**config.mk**
```make
export PLATFORM = sky130hd
export DESIGN_NAME = id_ex_register
export DESIGN_NICKNAME = d
export VERILOG_FILES = /design/src/rtl/id_ex_register.sv
export SDC_FILE = /design/constraint.sdc
export NUM_CORES = 1
export LEC_CHECK = 0
export BUFFER_PORTS_ARGS = -buffer_cell sky130_fd_sc_hd__buf_2
export CORE_MARGIN = 10
export CORE_UTILIZATION = 39
export CTS_CLUSTER_DIAMETER = 80
export DETAILED_ROUTE_END_ITERATION = 8
export GPL_TIMING_DRIVEN = 1
export PLACE_DENSITY_LB_ADDON = 0.3
export SLEW_MARGIN = 10
export SYNTH_ARGS = -nofsm -noshare
export SYNTH_HDL_FRONTEND = slang
export SYNTH_SLANG_ARGS = --single-unit
```
**constraint.sdc**
```tcl
create_clock -name i_clk -period 1.52 [get_ports i_clk]
set_input_delay 0.076 -clock i_clk [delete_from_list [all_inputs] [get_ports i_clk]]
set_output_delay 0.076 -clock i_clk [all_outputs]
set_load 0.02 [all_outputs]
```
**src/rtl/id_ex_register.sv**
```systemverilog
// rtl/id_ex_register.sv - decode-to-execute pipeline register with stall, flush, step gate and HALT drain tracking
module id_ex_register #(
  parameter int DATA_WIDTH     = 32,
  parameter int REG_ADDR_WIDTH = 5,
  parameter int DRAIN_CYCLES   = 3
) (
  input  logic                      i_clk,
  input  logic                      i_rst,
  input  logic                      i_enable,
  input  logic                      i_stall,
  input  logic                      i_flush,
  input  logic [20:0]               i_ctrl,
  input  logic                      i_halt,
  input  logic [DATA_WIDTH-1:0]     i_pc_plus4,
  input  logic [DATA_WIDTH-1:0]     i_rs_data,
  input  logic [DATA_WIDTH-1:0]     i_rt_data,
  input  logic [DATA_WIDTH-1:0]     i_imm_ext,
  input  logic [REG_ADDR_WIDTH-1:0] i_rs_addr,
  input  logic [REG_ADDR_WIDTH-1:0] i_rt_addr,
  input  logic [REG_ADDR_WIDTH-1:0] i_rd_addr,
  input  logic [REG_ADDR_WIDTH-1:0] i_sa,
  output logic [20:0]               o_ctrl,
  output logic [DATA_WIDTH-1:0]     o_pc_plus4,
  output logic [DATA_WIDTH-1:0]     o_rs_data,
  output logic [DATA_WIDTH-1:0]     o_rt_data,
  output logic [DATA_WIDTH-1:0]     o_imm_ext,
  output logic [REG_ADDR_WIDTH-1:0] o_rs_addr,
  output logic [REG_ADDR_WIDTH-1:0] o_rt_addr,
  output logic [REG_ADDR_WIDTH-1:0] o_rd_addr,
  output logic [REG_ADDR_WIDTH-1:0] o_sa,
  output logic                      o_valid,
  output logic                      o_mem_read,
  output logic                      o_halt_seen,
  output logic                      o_halted
);

  localparam int CNT_W = $clog2(DRAIN_CYCLES + 1);
  localparam logic [CNT_W-1:0] CNT_MAX = CNT_W'(DRAIN_CYCLES);

  logic [20:0]               ctrl_q, ctrl_d;
  logic [DATA_WIDTH-1:0]     pc_plus4_q, pc_plus4_d;
  logic [DATA_WIDTH-1:0]     rs_data_q, rs_data_d;
  logic [DATA_WIDTH-1:0]     rt_data_q, rt_data_d;
  logic [DATA_WIDTH-1:0]     imm_ext_q, imm_ext_d;
  logic [REG_ADDR_WIDTH-1:0] rs_addr_q, rs_addr_d;
  logic [REG_ADDR_WIDTH-1:0] rt_addr_q, rt_addr_d;
  logic [REG_ADDR_WIDTH-1:0] rd_addr_q, rd_addr_d;
  logic [REG_ADDR_WIDTH-1:0] sa_q, sa_d;
  logic                      valid_q, valid_d;
  logic                      halt_seen_q, halt_seen_d;
  logic [CNT_W-1:0]          drain_cnt_q, drain_cnt_d;

  logic load_bubble;
  logic load_inputs;

  always_comb begin
    load_bubble = 1'b0;
    load_inputs = 1'b0;
    halt_seen_d = halt_seen_q;
    drain_cnt_d = drain_cnt_q;
    if (i_enable) begin
      if (halt_seen_q) begin
        load_bubble = 1'b1;
        if (drain_cnt_q != CNT_MAX) drain_cnt_d = drain_cnt_q + CNT_W'(1);
      end else if (i_flush) begin
        load_bubble = 1'b1;
      end else if (!i_stall) begin
        // A captured HALT enters EX as a bubble so it can never write state
        if (i_halt) begin
          load_bubble = 1'b1;
          halt_seen_d = 1'b1;
        end else begin
          load_inputs = 1'b1;
        end
      end
    end
  end

  always_comb begin
    ctrl_d     = ctrl_q;
    pc_plus4_d = pc_plus4_q;
    rs_data_d  = rs_data_q;
    rt_data_d  = rt_data_q;
    imm_ext_d  = imm_ext_q;
    rs_addr_d  = rs_addr_q;
    rt_addr_d  = rt_addr_q;
    rd_addr_d  = rd_addr_q;
    sa_d       = sa_q;
    valid_d    = valid_q;
    if (load_bubble) begin
      ctrl_d     = '0;
      pc_plus4_d = '0;
      rs_data_d  = '0;
      rt_data_d  = '0;
      imm_ext_d  = '0;
      rs_addr_d  = '0;
      rt_addr_d  = '0;
      rd_addr_d  = '0;
      sa_d       = '0;
      valid_d    = 1'b0;
    end else if (load_inputs) begin
      ctrl_d     = i_ctrl;
      pc_plus4_d = i_pc_plus4;
      rs_data_d  = i_rs_data;
      rt_data_d  = i_rt_data;
      imm_ext_d  = i_imm_ext;
      rs_addr_d  = i_rs_addr;
      rt_addr_d  = i_rt_addr;
      rd_addr_d  = i_rd_addr;
      sa_d       = i_sa;
      valid_d    = 1'b1;
    end
  end

  always_ff @(posedge i_clk) begin
    if (i_rst) begin
      ctrl_q      <= '0;
      pc_plus4_q  <= '0;
      rs_data_q   <= '0;
      rt_data_q   <= '0;
      imm_ext_q   <= '0;
      rs_addr_q   <= '0;
      rt_addr_q   <= '0;
      rd_addr_q   <= '0;
      sa_q        <= '0;
      valid_q     <= 1'b0;
      halt_seen_q <= 1'b0;
      drain_cnt_q <= '0;
    end else begin
      ctrl_q      <= ctrl_d;
      pc_plus4_q  <= pc_plus4_d;
      rs_data_q   <= rs_data_d;
      rt_data_q   <= rt_data_d;
      imm_ext_q   <= imm_ext_d;
      rs_addr_q   <= rs_addr_d;
      rt_addr_q   <= rt_addr_d;
      rd_addr_q   <= rd_addr_d;
      sa_q        <= sa_d;
      valid_q     <= valid_d;
      halt_seen_q <= halt_seen_d;
      drain_cnt_q <= drain_cnt_d;
    end
  end

  assign o_ctrl      = ctrl_q;
  assign o_pc_plus4  = pc_plus4_q;
  assign o_rs_data   = rs_data_q;
  assign o_rt_data   = rt_data_q;
  assign o_imm_ext   = imm_ext_q;
  assign o_rs_addr   = rs_addr_q;
  assign o_rt_addr   = rt_addr_q;
  assign o_rd_addr   = rd_addr_q;
  assign o_sa        = sa_q;
  assign o_valid     = valid_q;
  // Load in EX: register write sourced from memory rather than the ALU
  assign o_mem_read  = valid_q & ctrl_q[5] & ~ctrl_q[3];
  assign o_halt_seen = halt_seen_q;
  assign o_halted    = (drain_cnt_q == CNT_MAX);

endmodule

```
==> flow_summary.yaml <==
outcome:
  status: "complete, but fails checks"
  violations: "setup timing"
global_route:
  grt_pass1_wl_um: 46090
  grt_overflow: 0
  antenna_found_initial: 1
  grt_usage_pct: 22.89
  grt_start_max_net_pins: 88
  grt_pass1_vias: 8447
timing:
  worst_pin_slew_ps: 433.0
  setup_ws_ps: -164.6
  fin_setup_tns_ps: -10600
  setup_viol: 161
  min_period_ps: 1685
  drv_slew: 0
  rsz0062_at_grt: "yes"
  final_min_period_over_clock_period_pct: 110.8
  fmax_mhz: 593.6
  finalClockSkew_ps: 6.159
  hold_violations: 0
  slew_headroom_pct: 71.14
flow_run:
  cap_violations: 0
yosys:
  synth_commonest_cells: "173 x dfxtp_1, 169 x a211oi_1, 169 x nand3_1, 109 x o21ai_1, 59 x o21ai_0"
  synth_top_cell_by_area: "dfxtp_1"
  synth_top_area_share_pct: 48.54
  post_synth.cell_area_avg_um2: 8.799
  synth-edff-count: 0
  synth_cells: 811
  ys_seq_elements: 173
  synth_nets: 987
  yosysSeqAreaShare_pct: 48.54
  synthArstFlopShare_pct: 0
  syn-cell-area_um2: 7136
  synth_ff_type: "dfxtp_1"
  yosys.cell_count.top_type: "dfxtp_1"
  synth_cell_type_count: 24
  ys_warn_count: 0
  ys_top_cells_by_area: "dfxtp_1 49%, a211oi_1 18%, nand3_1 12%, o21ai_1 7.6%, o21ai_0 4.1%"
clocking:
  clock_sinks: 173
  clk_latency_ps: 420
  ctsHtreeMaxLevel: 4
  cts_root_buf: "clkbuf_16"
  cts_tree: "yes"
  cts_buffers: 17
  clk_pin_slew_ps: 60
  clockBufferDepth: 2
worst_setup_path:
  critPathLaunchType: "flop"
  crit_start: "o_halt_seen"
  crit_family: "simple AND/OR/NAND/NOR gates"
  end_kind: "flop"
  path_buf_inv: 1
  worstPathArrival_ps: 1970
  path_cells: "or4b_4, buf_16, o21ai_1, a211oi_1"
  criticalPathCategory: "reg -> reg"
  worstPathRequired_ps: 1800
  timing.rr.start: "o_halt_seen"
  cp_slowest_stage_delay_ps: 530
  cp_max_fo: 82
  crit_slowest_cell: "or4b_4"
routing:
  routed-via-count: 8564
  drc: 0
  wire_per_inst_um: 19.75
  routed_wl_um: 29680
  first_pass_iters: 5
  drt_iter0_drc: 613
  ant_nets: 0
  avgViaCountPerCell: 5.698
finish:
  seqCellArea_um2: 3467
  final_area_um2: 11400
  nets: 1437
  drive_gt1_share_pct: 33.31
  syn_to_final_growth_pct: 59.78
  multi_input_area_um2: 3157
  fillerInstances: 1421
placement:
  dp_hpwl_um: 17580
  postPlaceCellArea_um2: 8967
  port_buffers: 347
  gp_congestion: 0.8113
worst_hold_path:
  hp-start: "i_stall"
  hp-class: "in -> reg"
die:
  die_y_um: 155.3
  ios: 348
  start_util_pct: 39.72
  design.core.area_um2: 17960
  die_x_um: 155.3
  rows: 49
  fp.dieArea_um2: 24110
power_and_ir_drop:
  leakagePower_uw: 0.004584
  p_per_area_nw_per_um2: 927.1
  vdd_drop_max_uv: 808.2
[registers in the layout, summed over array words and instances, names as in the netlist]
signal	count
o_imm_ext	32
o_pc_plus4	32
o_rs_data	32
o_rt_data	32
o_ctrl	21
o_rd_addr	5
o_rs_addr	5
o_rt_addr	5
o_sa	5
drain_cnt_q	2
o_halt_seen	1
o_valid	1
[what timing repair did]
item / 4_1_cts / 5_1_grt
resized for setup: 25 / 20
pin swaps: 4 / 1
cloned: 0 / 1
hold endpoints to repair: 170 / 0
setup buffers: 1 / 0
setup endpoints to repair: 157 / 169
hold buffers: 170 / 0
[through the flow]
stage	worst slack [ps]	utilization, %	cells	hold slack [ps]	total power [µW]
after global placement	-90.51	49.92	1299	338.7	5772
after detailed placement	-107.6	49.92	1299	344.0	5764
after CTS	-68.27	63.02	1501	4.621	10600
after global routing	-151.4	63.47	1503	24.49	10910
final	-164.6	63.47	1503	16.82	10570
after floorplan	-38.71	-	811	232.2	5301
[worst min-delay path, stage by stage]
cell and delay (ps):
buf_2 140, nor4bb_1 70, nor2_1 80, nor2_1 40
[cells by family after synthesis]
| group | synth area share, % |
|---|---|
| fa+ha+maj | 0.1753 |
| compound gates | 29.88 |
| mux | 0.1403 |
| simple gates | 12.84 |
| xor+xnor | 0.1228 |
| flops | 48.54 |
| buf+inv | 8.311 |
[layout by cell type, fill, tap and decap left out, types with 2 or more instances in the layout]
| master | n |
|---|---|
| buf_12 | 14 |
| clkinv_4 | 2 |
| dfxtp_1 | 172 |
| nand3_1 | 169 |
| bufinv_16 | 2 |
| buf_2 | 345 |
| clkbuf_8 | 2 |
| clkinvlp_4 | 2 |
| dlygate4sd3_1 | 170 |
| inv_6 | 2 |
| nor2_1 | 5 |
| buf_6 | 4 |
| o21ai_2 | 11 |
| o21ai_0 | 34 |
| a211oi_2 | 4 |
| clkbuf_16 | 19 |
| a211oi_1 | 165 |
| o21ai_1 | 124 |
| buf_4 | 9 |
[area by class of cell]
cell class | instances | share of cell area [%]
clock inverter | 10 | 1.108
sequential | 173 | 30.41
inverter | 1 | 0.05487
antenna | 1 | 0.02195
clock buffer | 21 | 4.225
tap | 229 | 2.513
multi-input combinational | 524 | 27.69
timing repair buffer | 544 | 33.98
[power by group]
group / internal, µW / total, µW / leakage [µW] / switching [µW]
clock network: 2630 / 4500 / 0.000293 / 1870
logic: 669 / 1450 / 0.00289 / 776
registers: 4590 / 4620 / 0.00140 / 33.2
total: 7890 / 10600 / 0.00458 / 2680
[final timing paths]
kind	cells after the start	endpoint	slack, ps
hold / removal	4	o_halt_seen	20
setup reg to reg	4	o_rs_data[29]	-160
hold reg to reg	2	o_imm_ext[18]	460
setup / recovery	4	o_rs_data[29]	-160
[routing by layer]
layer / track usage, % / up-vias / wire [µm]
met5: 0 / - / 0
met4: 9.804 / 0 / 1195
met3: 7.637 / 77 / 2909
met2: 36.50 / 467 / 13820
met1: 27.60 / 4055 / 11750
li1: - / 3965 / -
Note: power is estimated with default switching activity, not from simulation.
